## src/rtl/act_out_pack_pkg.sv

```systemverilog
`default_nettype none
// ============================================================================
//  Module   : act_out_pack_pkg
//  Purpose  : Shared constants, result type and round/saturate helper for
//             act_out_pack. Rounding is half-up when ACT_OUT_PACK_ROUND_EN
//             is defined, otherwise the shift truncates toward -inf.
//  Revision : 1.0  initial release
// ============================================================================
package act_out_pack_pkg;

    localparam int C_ACT_CAL_WIDTH   = 16;
    localparam int C_EXT_INT_WIDTH   = 4;
    localparam int C_EXT_FRAC_WIDTH  = 4;
    localparam int C_PACK_N          = 4;
    localparam int C_W               = C_EXT_INT_WIDTH + C_ACT_CAL_WIDTH + C_EXT_FRAC_WIDTH;
    localparam int C_LANE_BYTES      = C_ACT_CAL_WIDTH / 8;
    localparam int C_KEEP_WIDTH      = C_LANE_BYTES * C_PACK_N;
    localparam int C_SAT_CNT_WIDTH   = 16;
    localparam int C_MAX_CAL_WIDTH   = 16;

`ifdef ACT_OUT_PACK_ROUND_EN
    localparam bit C_ROUND_EN = 1'b1;
`else
    localparam bit C_ROUND_EN = 1'b0;
`endif

    typedef struct packed {
        logic                       sat;
        logic [C_MAX_CAL_WIDTH-1:0] val;
    } rs_result_t;

    // 64-bit working width absorbs the rounding carry, so the clamp sees it.
    function automatic rs_result_t round_sat(input logic signed [63:0] x,
                                             input int                 frac_w,
                                             input int                 cal_w,
                                             input bit                 round_en);
        logic signed [63:0] t;
        logic signed [63:0] hi;
        logic signed [63:0] lo;
        rs_result_t         r;
        t = x;
        if (round_en && frac_w > 0)
            t = t + (64'sd1 <<< (frac_w - 1));
        t  = t >>> frac_w;
        hi = (64'sd1 <<< (cal_w - 1)) - 64'sd1;
        lo = -(64'sd1 <<< (cal_w - 1));
        r.sat = 1'b0;
        r.val = t[C_MAX_CAL_WIDTH-1:0];
        if (t > hi) begin
            r.sat = 1'b1;
            r.val = hi[C_MAX_CAL_WIDTH-1:0];
        end else if (t < lo) begin
            r.sat = 1'b1;
            r.val = lo[C_MAX_CAL_WIDTH-1:0];
        end
        return r;
    endfunction

endpackage
`default_nettype wire

```

## src/rtl/act_out_pack_fifo.sv

```systemverilog
`default_nettype none
// ============================================================================
//  Module   : act_pack_fifo
//  Purpose  : Synchronous show-ahead word FIFO; head entry reads as zero
//             while empty.
//  Revision : 1.0  initial release
// ============================================================================
module act_pack_fifo #(
    parameter int DATA_W = 64,
    parameter int KEEP_W = 8,
    parameter int DEPTH  = 16
) (
    input  logic                     clk,
    input  logic                     rst_n,
    input  logic                     i_push,
    input  logic [DATA_W-1:0]        i_data,
    input  logic [KEEP_W-1:0]        i_keep,
    input  logic                     i_last,
    input  logic                     i_pop,
    output logic [DATA_W-1:0]        o_data,
    output logic [KEEP_W-1:0]        o_keep,
    output logic                     o_last,
    output logic                     o_full,
    output logic                     o_empty,
    output logic [$clog2(DEPTH):0]   o_count
);

    localparam int c_ptr_w = $clog2(DEPTH);
    localparam int c_ent_w = DATA_W + KEEP_W + 1;
    localparam logic [c_ptr_w:0] c_full = (c_ptr_w + 1)'(DEPTH);

    logic [c_ent_w-1:0] r_mem [DEPTH];
    logic [c_ptr_w-1:0] r_wr_ptr;
    logic [c_ptr_w-1:0] r_rd_ptr;
    logic [c_ptr_w:0]   r_count;
    logic               w_wr_en;
    logic               w_rd_en;
    logic [c_ent_w-1:0] w_head;

    assign o_empty = (r_count == '0);
    assign o_full  = (r_count == c_full);
    assign w_rd_en = i_pop && !o_empty;
    assign w_wr_en = i_push && (!o_full || w_rd_en);
    assign w_head  = o_empty ? '0 : r_mem[r_rd_ptr];
    assign {o_last, o_keep, o_data} = w_head;
    assign o_count = r_count;

    always_ff @(posedge clk) begin
        if (w_wr_en)
            r_mem[r_wr_ptr] <= {i_last, i_keep, i_data};
    end

    always_ff @(posedge clk or negedge rst_n) begin
        if (!rst_n) begin
            r_wr_ptr <= '0;
            r_rd_ptr <= '0;
            r_count  <= '0;
        end else begin
            if (w_wr_en)
                r_wr_ptr <= r_wr_ptr + c_ptr_w'(1);
            if (w_rd_en)
                r_rd_ptr <= r_rd_ptr + c_ptr_w'(1);
            if (w_wr_en && !w_rd_en)
                r_count <= r_count + (c_ptr_w + 1)'(1);
            else if (!w_wr_en && w_rd_en)
                r_count <= r_count - (c_ptr_w + 1)'(1);
        end
    end

endmodule
`default_nettype wire

```

## src/rtl/act_out_pack.sv

```systemverilog
`default_nettype none
// ============================================================================
//  Module   : act_out_pack
//  Purpose  : Round/saturate activation results, pack PACK_N per word, buffer
//             and stream on AXI-Stream. Macro: ACT_OUT_PACK_ROUND_EN.
//  Revision : 1.0  initial release
// ============================================================================
module act_out_pack
    import act_out_pack_pkg::*;
#(
    parameter int  ACT_CAL_WIDTH         = C_ACT_CAL_WIDTH,
    parameter int  ACT_IN_QUAZ_ACC       = 10,
    parameter int  ACT_IN_EXT_INT_WIDTH  = C_EXT_INT_WIDTH,
    parameter int  ACT_IN_EXT_FRAC_WIDTH = C_EXT_FRAC_WIDTH,
    parameter int  PACK_N                = C_PACK_N,
    parameter int  FIFO_DEPTH            = 16,
    parameter int  ALMOST_FULL_MARGIN    = 4,
    parameter real SIMULATION_DELAY      = 1.0
) (
    input  logic                              clk,
    input  logic                              rst_n,
    input  logic [ACT_CAL_WIDTH*2-1:0]        act_in,
    input  logic                              act_in_vld,
    input  logic                              act_in_last,
    output logic                              act_in_almost_full,
    output logic [ACT_CAL_WIDTH*PACK_N-1:0]   m_axis_data,
    output logic [ACT_CAL_WIDTH*PACK_N/8-1:0] m_axis_keep,
    output logic                              m_axis_last,
    output logic                              m_axis_valid,
    input  logic                              m_axis_ready,
    output logic [C_SAT_CNT_WIDTH-1:0]        sat_cnt,
    input  logic                              sat_cnt_clr,
    output logic                              ovf_err
);

    localparam int c_w          = ACT_IN_EXT_INT_WIDTH + ACT_CAL_WIDTH + ACT_IN_EXT_FRAC_WIDTH;
    localparam int c_lane_bytes = ACT_CAL_WIDTH / 8;
    localparam int c_keep_w     = c_lane_bytes * PACK_N;
    localparam int c_data_w     = ACT_CAL_WIDTH * PACK_N;
    localparam int c_lane_w     = (PACK_N > 1) ? $clog2(PACK_N) : 1;
    localparam int c_cnt_w      = $clog2(FIFO_DEPTH) + 1;
    localparam logic [c_lane_w-1:0] c_lane_max  = c_lane_w'(PACK_N - 1);
    localparam logic [c_cnt_w-1:0]  c_af_thresh = c_cnt_w'(FIFO_DEPTH - ALMOST_FULL_MARGIN);

    // Quantization precision and sim delay only describe the upstream contract.
    if (ACT_IN_QUAZ_ACC >= 0 && SIMULATION_DELAY >= 0.0) begin : g_cfg_info
    end

    if (c_w < 2 * ACT_CAL_WIDTH) begin : g_unused_hi
        logic w_unused_hi;
        assign w_unused_hi = ^act_in[2*ACT_CAL_WIDTH-1:c_w];
    end

    logic signed [63:0]           w_ext;
    rs_result_t                   w_rs;
    logic                         r_s1_vld;
    logic                         r_s1_last;
    logic [ACT_CAL_WIDTH-1:0]     r_s1_val;
    logic [C_SAT_CNT_WIDTH-1:0]   r_sat_cnt;
    logic [c_lane_w-1:0]          r_lane;
    logic [c_data_w-1:0]          r_acc;
    logic [c_data_w-1:0]          w_merged;
    logic [c_keep_w-1:0]          w_keep;
    logic                         w_done;
    logic                         w_pop;
    logic                         w_full;
    logic                         w_empty;
    logic [c_cnt_w-1:0]           w_count;
    logic                         r_af;
    logic                         r_ovf;

    assign w_ext = {{(64 - c_w){act_in[c_w-1]}}, act_in[c_w-1:0]};
    assign w_rs  = round_sat(w_ext, ACT_IN_EXT_FRAC_WIDTH, ACT_CAL_WIDTH, C_ROUND_EN);

    always_ff @(posedge clk or negedge rst_n) begin
        if (!rst_n) begin
            r_s1_vld  <= 1'b0;
            r_s1_last <= 1'b0;
            r_s1_val  <= '0;
            r_sat_cnt <= '0;
        end else begin
            r_s1_vld  <= act_in_vld;
            r_s1_last <= act_in_vld && act_in_last;
            if (act_in_vld)
                r_s1_val <= w_rs.val[ACT_CAL_WIDTH-1:0];
            // Clear wins over a coincident increment.
            if (sat_cnt_clr)
                r_sat_cnt <= '0;
            else if (act_in_vld && w_rs.sat && r_sat_cnt != '1)
                r_sat_cnt <= r_sat_cnt + C_SAT_CNT_WIDTH'(1);
        end
    end

    always_comb begin
        w_merged = r_acc;
        w_merged[r_lane*ACT_CAL_WIDTH +: ACT_CAL_WIDTH] = r_s1_val;
        w_keep = '0;
        for (int l = 0; l < PACK_N; l++) begin
            if (l <= int'(r_lane))
                w_keep[l*c_lane_bytes +: c_lane_bytes] = '1;
        end
    end

    assign w_done = r_s1_vld && (r_lane == c_lane_max || r_s1_last);
    assign w_pop  = m_axis_valid && m_axis_ready;

    always_ff @(posedge clk or negedge rst_n) begin
        if (!rst_n) begin
            r_lane <= '0;
            r_acc  <= '0;
            r_af   <= 1'b0;
            r_ovf  <= 1'b0;
        end else begin
            // Completed words restart from a zeroed accumulator, dropped or not.
            if (w_done) begin
                r_lane <= '0;
                r_acc  <= '0;
            end else if (r_s1_vld) begin
                r_lane <= r_lane + c_lane_w'(1);
                r_acc  <= w_merged;
            end
            r_af <= (w_count >= c_af_thresh);
            if (w_done && w_full && !w_pop)
                r_ovf <= 1'b1;
        end
    end

    act_pack_fifo #(
        .DATA_W (c_data_w),
        .KEEP_W (c_keep_w),
        .DEPTH  (FIFO_DEPTH)
    ) u_fifo (
        .clk     (clk),
        .rst_n   (rst_n),
        .i_push  (w_done),
        .i_data  (w_merged),
        .i_keep  (w_keep),
        .i_last  (r_s1_last),
        .i_pop   (w_pop),
        .o_data  (m_axis_data),
        .o_keep  (m_axis_keep),
        .o_last  (m_axis_last),
        .o_full  (w_full),
        .o_empty (w_empty),
        .o_count (w_count)
    );

    assign m_axis_valid       = !w_empty;
    assign act_in_almost_full = r_af;
    assign sat_cnt            = r_sat_cnt;
    assign ovf_err            = r_ovf;

endmodule
`default_nettype wire

```

## config.mk

```make
export PLATFORM = sky130hd
export DESIGN_NAME = act_out_pack
export DESIGN_NICKNAME = d
export VERILOG_FILES = /design/src/rtl/act_out_pack_pkg.sv /design/src/rtl/act_out_pack_fifo.sv /design/src/rtl/act_out_pack.sv
export SDC_FILE = /design/constraint.sdc
export NUM_CORES = 1
export LEC_CHECK = 0
export CORE_ASPECT_RATIO = 2
export CORE_MARGIN = 1
export CORE_UTILIZATION = 40
export DETAILED_ROUTE_END_ITERATION = 10
export REMOVE_ABC_BUFFERS = 1
export SETUP_SLACK_MARGIN = 0.15
export SLEW_MARGIN = 20
export SYNTH_ARGS = -nofsm -noshare
export SYNTH_HDL_FRONTEND = slang
export SYNTH_SLANG_ARGS = --single-unit
export TNS_END_PERCENT = 5
```

## constraint.sdc

```tcl
create_clock -name clk -period 5.4 [get_ports clk]
set_input_delay 0.54 -clock clk [delete_from_list [all_inputs] [get_ports clk]]
set_output_delay 0.54 -clock clk [all_outputs]
set_load 0.01 [all_outputs]
```

# After elaboration in Yosys (flattened, before gate mapping)
# Memories as Yosys holds them, arrays and structs flattened.
# Cells that the tools add are included.
[word_totals]
regBits = 115
mem_bits_rw = 1136
in_bits = 38
n_memories = 1
[mem_list]
columns = ["name", "depth", "width", "rd", "rd_clocked_by_memory_dff", "wr", "line_no", "source"]
rows = [
  ["u_fifo.r_mem", 16, 71, 1, 0, 1, "act_out_pack_fifo.sv:32", "logic [c_ent_w-1:0] r_mem [DEPTH];"],
]
[classes]
n_addsub = 7
magnitude_cmp = 6
eq_ne = 3
shifts = 2
mux = 17
n_reduce_logical = 22
[op_table]
columns = ["op", "count"]
rows = [
  ["2-to-1 mux 64 bit", 2],
  ["2-to-1 mux 73 bit", 1],
  ["bitwise mux 64 bit", 1],
  ["variable shift 16 x 34 -> 64 bit (first input constant)", 1],
  ["variable part select 16 x 34 -> 64 bit", 1],
  ["2-to-1 mux 17 bit", 2],
  ["negation 6 -> 34 bit", 1],
  ["2-to-1 mux 16 bit", 2],
  ["greater-than comparator 20 x 16 -> 1 bit (second input constant)", 1],
  ["less-than comparator 20 x 16 -> 1 bit (second input constant)", 1],
  ["adder 16 x 1 -> 16 bit (second input constant)", 1],
  ["inequality test 16 bit (second input constant)", 1],
  ["logical AND 1 bit", 11],
  ["2-to-1 mux 2 bit", 5],
  ["2-to-1 mux 5 bit", 2],
  ["adder 4 x 1 -> 4 bit (second input constant)", 2],
  ["nonzero test 2 bit", 3],
  ["adder 5 x 1 -> 5 bit (second input constant)", 1],
  ["== test 5 bit (second input constant)", 1],
  ["greater-or-equal comparator 5 x 4 -> 1 bit (second input constant)", 1],
  ["logical NOT 1 bit", 5],
  ["logical NOT 5 bit", 1],
  ["subtractor 5 x 1 -> 5 bit (second input constant)", 1],
  ["less-or-equal comparator 2 bit (first input constant)", 2],
  ["other kinds (5)", 7],
]

# Logic depth before layout (Yosys ltp)
# Gate-level depths: netlist (run 1).
[depth]
depth_word = 10
ltp_mapped = 11
ltp_nobuf = 11

# Cells and area by module
# From an unflattened synthesis (run 1), not the netlist that was laid out.
[unflattened]
cells_unflattened = 2806
hier_area_um2 = 50372.1
[modules_own_cells]
columns = ["module", "instances", "cells_per_inst", "area_per_inst_um2"]
rows = [
  ["act_pack_fifo", 1, 2198, 45092.0],
  ["act_out_pack", 1, 608, 5280.1],
]

# Least setup slack after synthesis (run 1)
# OpenSTA, ideal clock, no wires.
[synth_path]
path_type = "register to register"
from = "register r_lane[0]"
to = "memory u_fifo.r_mem[0][0] (netlist name) (enable)"
setup_time_ps = 433
arrival_time_ps = 3388
t_required_ps = 4967
setup_slack_ps = 1579
stages_incl_launch_ff = 6
synth_period_minus_slack_ps = 3821
path_cell_list = "dfrtp_1 > ha_1 > o21ai_0 > a31oi_1 > nor3b_1 > and2_1"
[synth_between]
elab_chain_cells = 6
[synth_rtl]
columns = ["item", "line_no", "source"]
rows = [
  ["start: declaration", "act_out_pack.sv:60", "logic [c_lane_w-1:0] r_lane;"],
  ["start signal: assignment", "act_out_pack.sv:119", "r_lane <= r_lane + c_lane_w'(1);"],
  ["== test 2 bit", "act_out_pack.sv:104", "assign w_done = r_s1_vld && (r_lane == c_lane_max || r_s1_last);"],
  ["logical OR 1 bit", "act_out_pack.sv:104", ""],
  ["logical AND 1 bit", "act_out_pack.sv:104", ""],
  ["logical AND 1 bit", "act_out_pack_fifo.sv:43", "assign w_wr_en = i_push && (!o_full || w_rd_en);"],
  ["2-to-1 mux 1 bit", "act_out_pack_fifo.sv:49", "if (w_wr_en)"],
  ["2-to-1 mux 1 bit (implied by the code)", "act_out_pack_fifo.sv:50", "r_mem[r_wr_ptr] <= {i_last, i_keep, i_data};"],
  ["end: declaration", "act_out_pack_fifo.sv:32", ""],
]
# No other way between the ends.

# Worst setup path after layout (run 1)
[layout_path]
from = "register u_fifo.r_count[0] (netlist: u_fifo.o_count[0])"
to = "output port m_axis_data[61]"
[layout_between]
elab_chain_cells = 2
[layout_rtl]
columns = ["item", "line_no", "source"]
rows = [
  ["start: declaration", "act_out_pack_fifo.sv:35", "logic [c_ptr_w:0] r_count;"],
  ["start signal: assignment", "act_out_pack_fifo.sv:64", "r_count <= r_count + (c_ptr_w + 1)'(1);"],
  ["start signal: assignment", "act_out_pack_fifo.sv:66", "r_count <= r_count - (c_ptr_w + 1)'(1);"],
  ["logical NOT 5 bit", "act_out_pack_fifo.sv:40", "assign o_empty = (r_count == '0);"],
  ["2-to-1 mux 73 bit", "act_out_pack_fifo.sv:44", "assign w_head = o_empty ? '0 : r_mem[r_rd_ptr];"],
  ["end: declaration", "act_out_pack.sv:26", "output logic [ACT_CAL_WIDTH*PACK_N-1:0] m_axis_data,"],
]
# No other way between the ends.

==> results_dict.tcl, run 1 <==
set metrics [dict create \
    outcome "finished, violations left" \
    violations "DRC" \
    wl_per_cell_um 27.3 \
    worst_setup_path_end_kind "output port" \
    cp_top_family "simple AND/OR/NAND/NOR gates" \
    wl_met2_um 64100 \
    period_needed_ps 4580 \
    initialDrtViolationCount 2203 \
    ys.flop_type "edfxtp_1" \
    insertion_delay_ps 700 \
    synth_top_cell_by_area "edfxtp_1" \
    cts_root_buf "clkbuf_16" \
    drv_slew 0 \
    wl_met1_um 46300 \
    drc 18 \
    cts_max_level 3 \
    synth_top_family_by_area "multiplexers" \
    placed_cells 4189 \
    highest_layer "met5" \
    setup-violations-final 0 \
    dieArea_sq_mm 0.122 \
    max_stage_delay_ps 840 \
    grt_pass1_vias 26700 \
    ant_nets 0 \
    synth_compound_area_frac 0.0489 \
    grt-ovfl-total 0 \
    synth_enable_flop_cells 1088 \
    power_density_mw_per_mm2 490 \
    drive_gt1_frac 0.245 \
    worstMarginPinSlew_ps 1120 \
    synth_seq_cells 1203 \
    hold_class "input port to flop" \
    clk_path_buf_depth 3 \
    synthMuxAreaShare 0.157 \
    fin_skew_ps 24.8 \
    port_buffers 117 \
    track_usage 0.200 \
    place_ws_ps 1260 \
    fmax_ghz 0.218 \
    ys_async_sr_fraction 0.0956 \
    synthCells 2558 \
    synth-simple-area-share 0.0241 \
    timing.slew.headroom 0.254 \
    startpoint_type "flop" \
    p_switching_w 0.00832 \
    syn-cell-area_sq_mm 0.0480 \
    yosysMostFrequentCell "edfxtp_1" \
    fin_crit_sh 0.848 \
    grt_first_pass_wirelength_um 176000 \
    hpwlAfterDp_um 65800 \
    start_util 0.404 \
    synthTopCellsByArea "edfxtp_1, mux4_2, dfrtp_1, mux2i_1, mux2_2" \
    wl_um 120000 \
    rsz0062_at_grt "false" \
    hold_violations 0 \
    yosysWarnings 0 \
    final_cell_area_sq_mm 0.0551 \
    crit_type "flop to output port" \
    synth_xor_area_frac 0.00365 \
    pwr-share-comb 0.317 \
    ir_worst_vdd_mv 0.352 \
    antenna_found_initial 3 \
    yosys.area.top_type_share 0.680 \
    pwr-share-clk 0.273 \
    core-area_sq_mm 0.119 \
    fin_nets 2814 \
    cp.arrival_ps 4040 \
    seqPwrFrac 0.410 \
    internal_power_w 0.0187 \
    final_cells 4387 \
    avgSynthCellArea_sq_um 18.8 \
    place_area_sq_mm 0.0518 \
    rows 179 \
    post_cts_buffers 0 \
    finalWeightedCongestion 0.783 \
    drv_cap 0 \
    firstDrtPassIters 8 \
    ioPinCount 130 \
    grt_max_degree 125 \
    p_leak_nw 18.3 \
    cts.sinks 1203 \
    ys_types 53 \
    ys_seq_area_frac 0.740 \
    worst_slack_ps 823 \
    cts_tree "built" \
    cp_cell_sequence "nor4_1, nand2b_1, nand2b_4, buf_4, o22ai_1, clkdlybuf4s50_1" \
    crit_buf_inv 2 \
    synth_fa_ha_area_frac 0.00485 \
    area_growth_pct 14.8 \
    cts_made_buffers 104 \
    fp.dieH_um 492 \
    cts.clk_slew.worst_paths_ps 70 \
    cp_slowest_cell "nand2b_4" \
    synth_common_cells "edfxtp_1, mux4_2, mux2i_1" \
    via_per_inst 5.64 \
    critPathRequiredTime_ps 4860 \
    wl_met3_um 5820 \
    die_w_um 247 \
    dr_total_vias 24800 \
    p_sw_frac 0.308 \
    cp_max_fo 40 \
]
[cell usage in the layout (no fill, tap or decap), types with 13 or more instances in the layout]
| cell type | count |
|---|---|
| ha_1 | 17 |
| clkdlybuf4s50_1 | 116 |
| o211ai_1 | 19 |
| clkbuf_1 | 26 |
| nor2_1 | 100 |
| mux4_2 | 228 |
| a211oi_1 | 36 |
| o22ai_1 | 84 |
| buf_4 | 108 |
| clkinv_1 | 13 |
| o21ai_0 | 95 |
| dfrtp_1 | 111 |
| and2_4 | 16 |
| nand2_1 | 86 |
| mux2_2 | 72 |
| xnor2_1 | 17 |
| clkbuf_16 | 107 |
| edfxtp_1 | 1088 |
| clkinv_2 | 29 |
| buf_12 | 22 |
| a21oi_1 | 40 |
| a31o_2 | 66 |
| mux2i_1 | 156 |
| inv_1 | 92 |
[cell families (layout without fill, tap and decap cells)]
| kind of cell | Yosys count | in the layout |
|---|---|---|
| other | 0 | 1 |
| buffers and inverters | 247 | 537 |
| multiplexers | 457 | 457 |
| AO/OA/AOI/OAI | 362 | 362 |
| adder cells (fa/ha/maj) | 18 | 18 |
| flip-flops | 1203 | 1203 |
| AND/OR/NAND/NOR | 251 | 251 |
| XOR/XNOR | 20 | 20 |
[final timing paths]
kind / start / to / slack [ps] / cells after the start
setup / recovery: u_fifo.o_count[0] / m_axis_data[61] / 820 / 6
hold / removal: act_in[5] / r_s1_val[1] / 430 / 3
setup reg to reg: r_lane[0] / u_fifo.r_mem[3][39] / 1130 / 6
hold reg to reg: ovf_err / ovf_err / 540 / 1
max in group asynchronous: rst_n / r_s1_vld / 3720 / 3
min in group asynchronous: rst_n / sat_cnt[3] / 450 / 2
[flip-flops by register name, indices dropped and copies added (netlist names)]
name and cells:
u_fifo.r_rd_ptr 4, r_lane 2, r_acc 64, act_in_almost_full 1
ovf_err 1, r_s1_vld 1, r_s1_val 16, u_fifo.o_count 5
r_s1_last 1, u_fifo.r_wr_ptr 4, sat_cnt 16, u_fifo.r_mem 1088
[timing repair]
item                                   in CTS  in global routing
endpoints found under the hold margin      69                  0
hold buffers                                1                  0
resized for setup                           0                  0
[power by group through the flow]
stage,Clock [W],Sequential (W),Combinational [W]
after floorplan,0,0.0117,0.00471
after global placement,0,0.0113,0.00860
after detailed placement,0,0.0113,0.00872
after CTS,0.00751,0.0111,0.00875
after global routing,0.00781,0.0111,0.00915
final,0.00737,0.0111,0.00858
[worst min-delay path: cells and delay by family]
family / cells / cell delay [ps]
buffers and inverters: 1 / 400
AOI/OAI and AO/OA: 1 / 70
and+or+nand+nor: 1 / 100
[metal layers]
layer | GRT usage | up-vias
met1 | 0.241 | 13200
met2 | 0.363 | 711
met5 | 0 | -
li1 | - | 10600
met3 | 0.0304 | 187
met4 | 0.0650 | 2
[area by class of cell]
cell class                      count  area (sq um)
Timing Repair Buffer              248          2430
Sequential cell                  1203         35600
Inverter                           93           349
Tap cell                         1538          1920
Multi-Input combinational cell   1108         11500
Antenna cell                        1          2.50
Clock buffer                      134          2790
Clock inverter                     62           513
Fill cell                        9885         63800
[per-stage QoR]
| step | total power, W | hold WS (ps) | util | setup TNS (ps) |
|---|---|---|---|---|
| detailed placement | 0.0200 | 519 | 0.435 | 0 |
| global route | 0.0281 | 484 | 0.463 | 0 |
| CTS | 0.0273 | 375 | 0.463 | 0 |
| global placement | 0.0198 | 513 | 0.435 | 0 |
| floorplan | 0.0164 | 244 | - | -830680 |
| finish | 0.0270 | 434 | 0.463 | 0 |
Power figures use the tool's default switching activity.
==> run 2: changes to the inputs <==
==> constraint.sdc (replaced) <==
create_clock -name clk -period 4.6 [get_ports clk]
set_input_delay 0.46 -clock clk [delete_from_list [all_inputs] [get_ports clk]]
set_output_delay 0.46 -clock clk [all_outputs]
set_load 0.01 [all_outputs]
==> results_dict.tcl, run 2 (same netlist as run 1, synthesis figures left out) <==
set metrics [dict create \
    timing.slew.headroom 0.236 \
    top_regs "u_fifo.r_mem x1088, r_acc x64" \
    initialDrtViolationCount 2106 \
    clk_path_buf_depth 3 \
    hold_violations 0 \
    p_leak_nw 18.4 \
    wl_per_cell_um 27.5 \
    firstDrtPassIters 8 \
    seq_area_sq_mm 0.0356 \
    fin_setup_tns_ps 0 \
    largest_register_ffs 1088 \
    fin_crit_sh 0.918 \
    grt_pass1_vias 26300 \
    dieArea_sq_mm 0.122 \
    wl_um 120000 \
    hold_class "input port to asynchronous set/reset pin" \
    crit_type "flop to output port" \
    multi_input_area_sq_mm 0.0115 \
    fillers 9835 \
    fin_skew_ps 31.0 \
    cp_max_fo 40 \
    cp.arrival_ps 3760 \
    setup-violations-final 0 \
    rows 179 \
    worstMarginPinSlew_ps 1140 \
    dr_total_vias 24800 \
    fmax_ghz 0.237 \
    ioPinCount 130 \
    antenna_found_initial 2 \
    insertion_delay_ps 720 \
    cts.sinks 1203 \
    grt-ovfl-total 0 \
    start_util 0.404 \
    final_cell_area_sq_mm 0.0554 \
    largest-register "u_fifo.r_mem" \
    cts_root_buf "clkbuf_16" \
    grt_max_degree 84 \
    area_growth_pct 15.4 \
    post_cts_buffers 0 \
    period_needed_ps 4220 \
    outcome "finished, violations left" \
    cts_tree "built" \
    cts_max_level 3 \
    power_density_mw_per_mm2 579 \
    grt_first_pass_wirelength_um 177000 \
    port_buffers 117 \
    whs_ps 368 \
    rsz0062_at_grt "false" \
    via_per_inst 5.66 \
    critPathRequiredTime_ps 4140 \
    hpwlAfterDp_um 68600 \
    worst_setup_path_end_kind "output port" \
    track_usage 0.201 \
    fin_nets 2818 \
    drv_cap 0 \
    core-area_sq_mm 0.119 \
    fp.dieH_um 492 \
    cts_made_buffers 100 \
    startpoint_type "flop" \
    drive_gt1_frac 0.247 \
    place_area_sq_mm 0.0520 \
    ir_worst_vdd_mv 0.371 \
    cts.clk_slew.worst_paths_ps 70 \
    final_common_cell "edfxtp_1" \
    ant_nets 0 \
    drv_slew 0 \
    drc 18 \
    fin_util 0.466 \
    violations "DRC" \
    finalWeightedCongestion 0.779 \
    die_w_um 247 \
    final_cell_mix "edfxtp_1, mux4_2, mux2i_1" \
]
==> run 2: per-layer routing <==
| layer | track usage | up-vias | part of all wire |
|---|---|---|---|
| met2 | 0.361 | 747 | 0.54 |
| met4 | 0.0630 | 0 | 0.026 |
| li1 | - | 10600 | - |
| met3 | 0.0303 | 161 | 0.052 |
| met5 | 0 | - | 0 |
| met1 | 0.245 | 13300 | 0.39 |
==> run 2: repair_timing <==
item / in CTS / in global routing
setup endpoints to repair: 2 / 0
hold buffers: 1 / 0
hold endpoints to repair: 69 / 0
gates resized for setup: 1 / 0
==> run 2: cell type report <==
cell class,instances,share of cell area
Inverter,93,0.00630
Tap cell,1538,0.0347
Clock inverter,55,0.0120
Multi-Input combinational cell,1108,0.208
Timing Repair Buffer,256,0.0478
Antenna cell,1,0.0000452
Sequential cell,1203,0.642
Clock buffer,133,0.0494
==> run 2: path summary, 6_finish.rpt <==
path | to | cells after the start | startpoint | slack (ps)
hold reg to reg | ovf_err | 1 | ovf_err | 550
hold / removal | sat_cnt[2] | 2 | rst_n | 370
setup reg to reg | u_fifo.r_mem[3][6] | 6 | r_lane[0] | 620
max in group asynchronous | r_s1_vld | 3 | rst_n | 3010
setup / recovery | m_axis_data[21] | 6 | u_fifo.r_rd_ptr[0] | 380
min in group clk | r_s1_val[0] | 3 | act_in[4] | 400
==> run 2: where the power goes <==
group	leakage, nW	internal (W)	switching, W	total [W]
combinational	5.31	0.00471	0.00558	0.0103
clock	1.64	0.00490	0.00397	0.00887
sequential	11.4	0.0126	0.000317	0.0129
==> run 2: metrics by stage <==
stage | setup WS [ps] | cells | total power [W]
6_report | 379 | 4387 | 0.0321
5_1_grt | 174 | 4387 | 0.0333
4_1_cts | 233 | 4386 | 0.0325
3_5_place_dp | 677 | 4197 | 0.0236
3_3_place_gp | 785 | 4197 | 0.0234
2_1_floorplan | -9710 | 2404 | 0.0189
==> run 2: worst max-delay path, cell delays in order (launching register included) <==
cell and delay [ps]:
dfrtp_4 690, buf_12 300, buf_12 310, mux4_2 290, mux2i_1 90, o22ai_1 630
clkdlybuf4s50_1 670
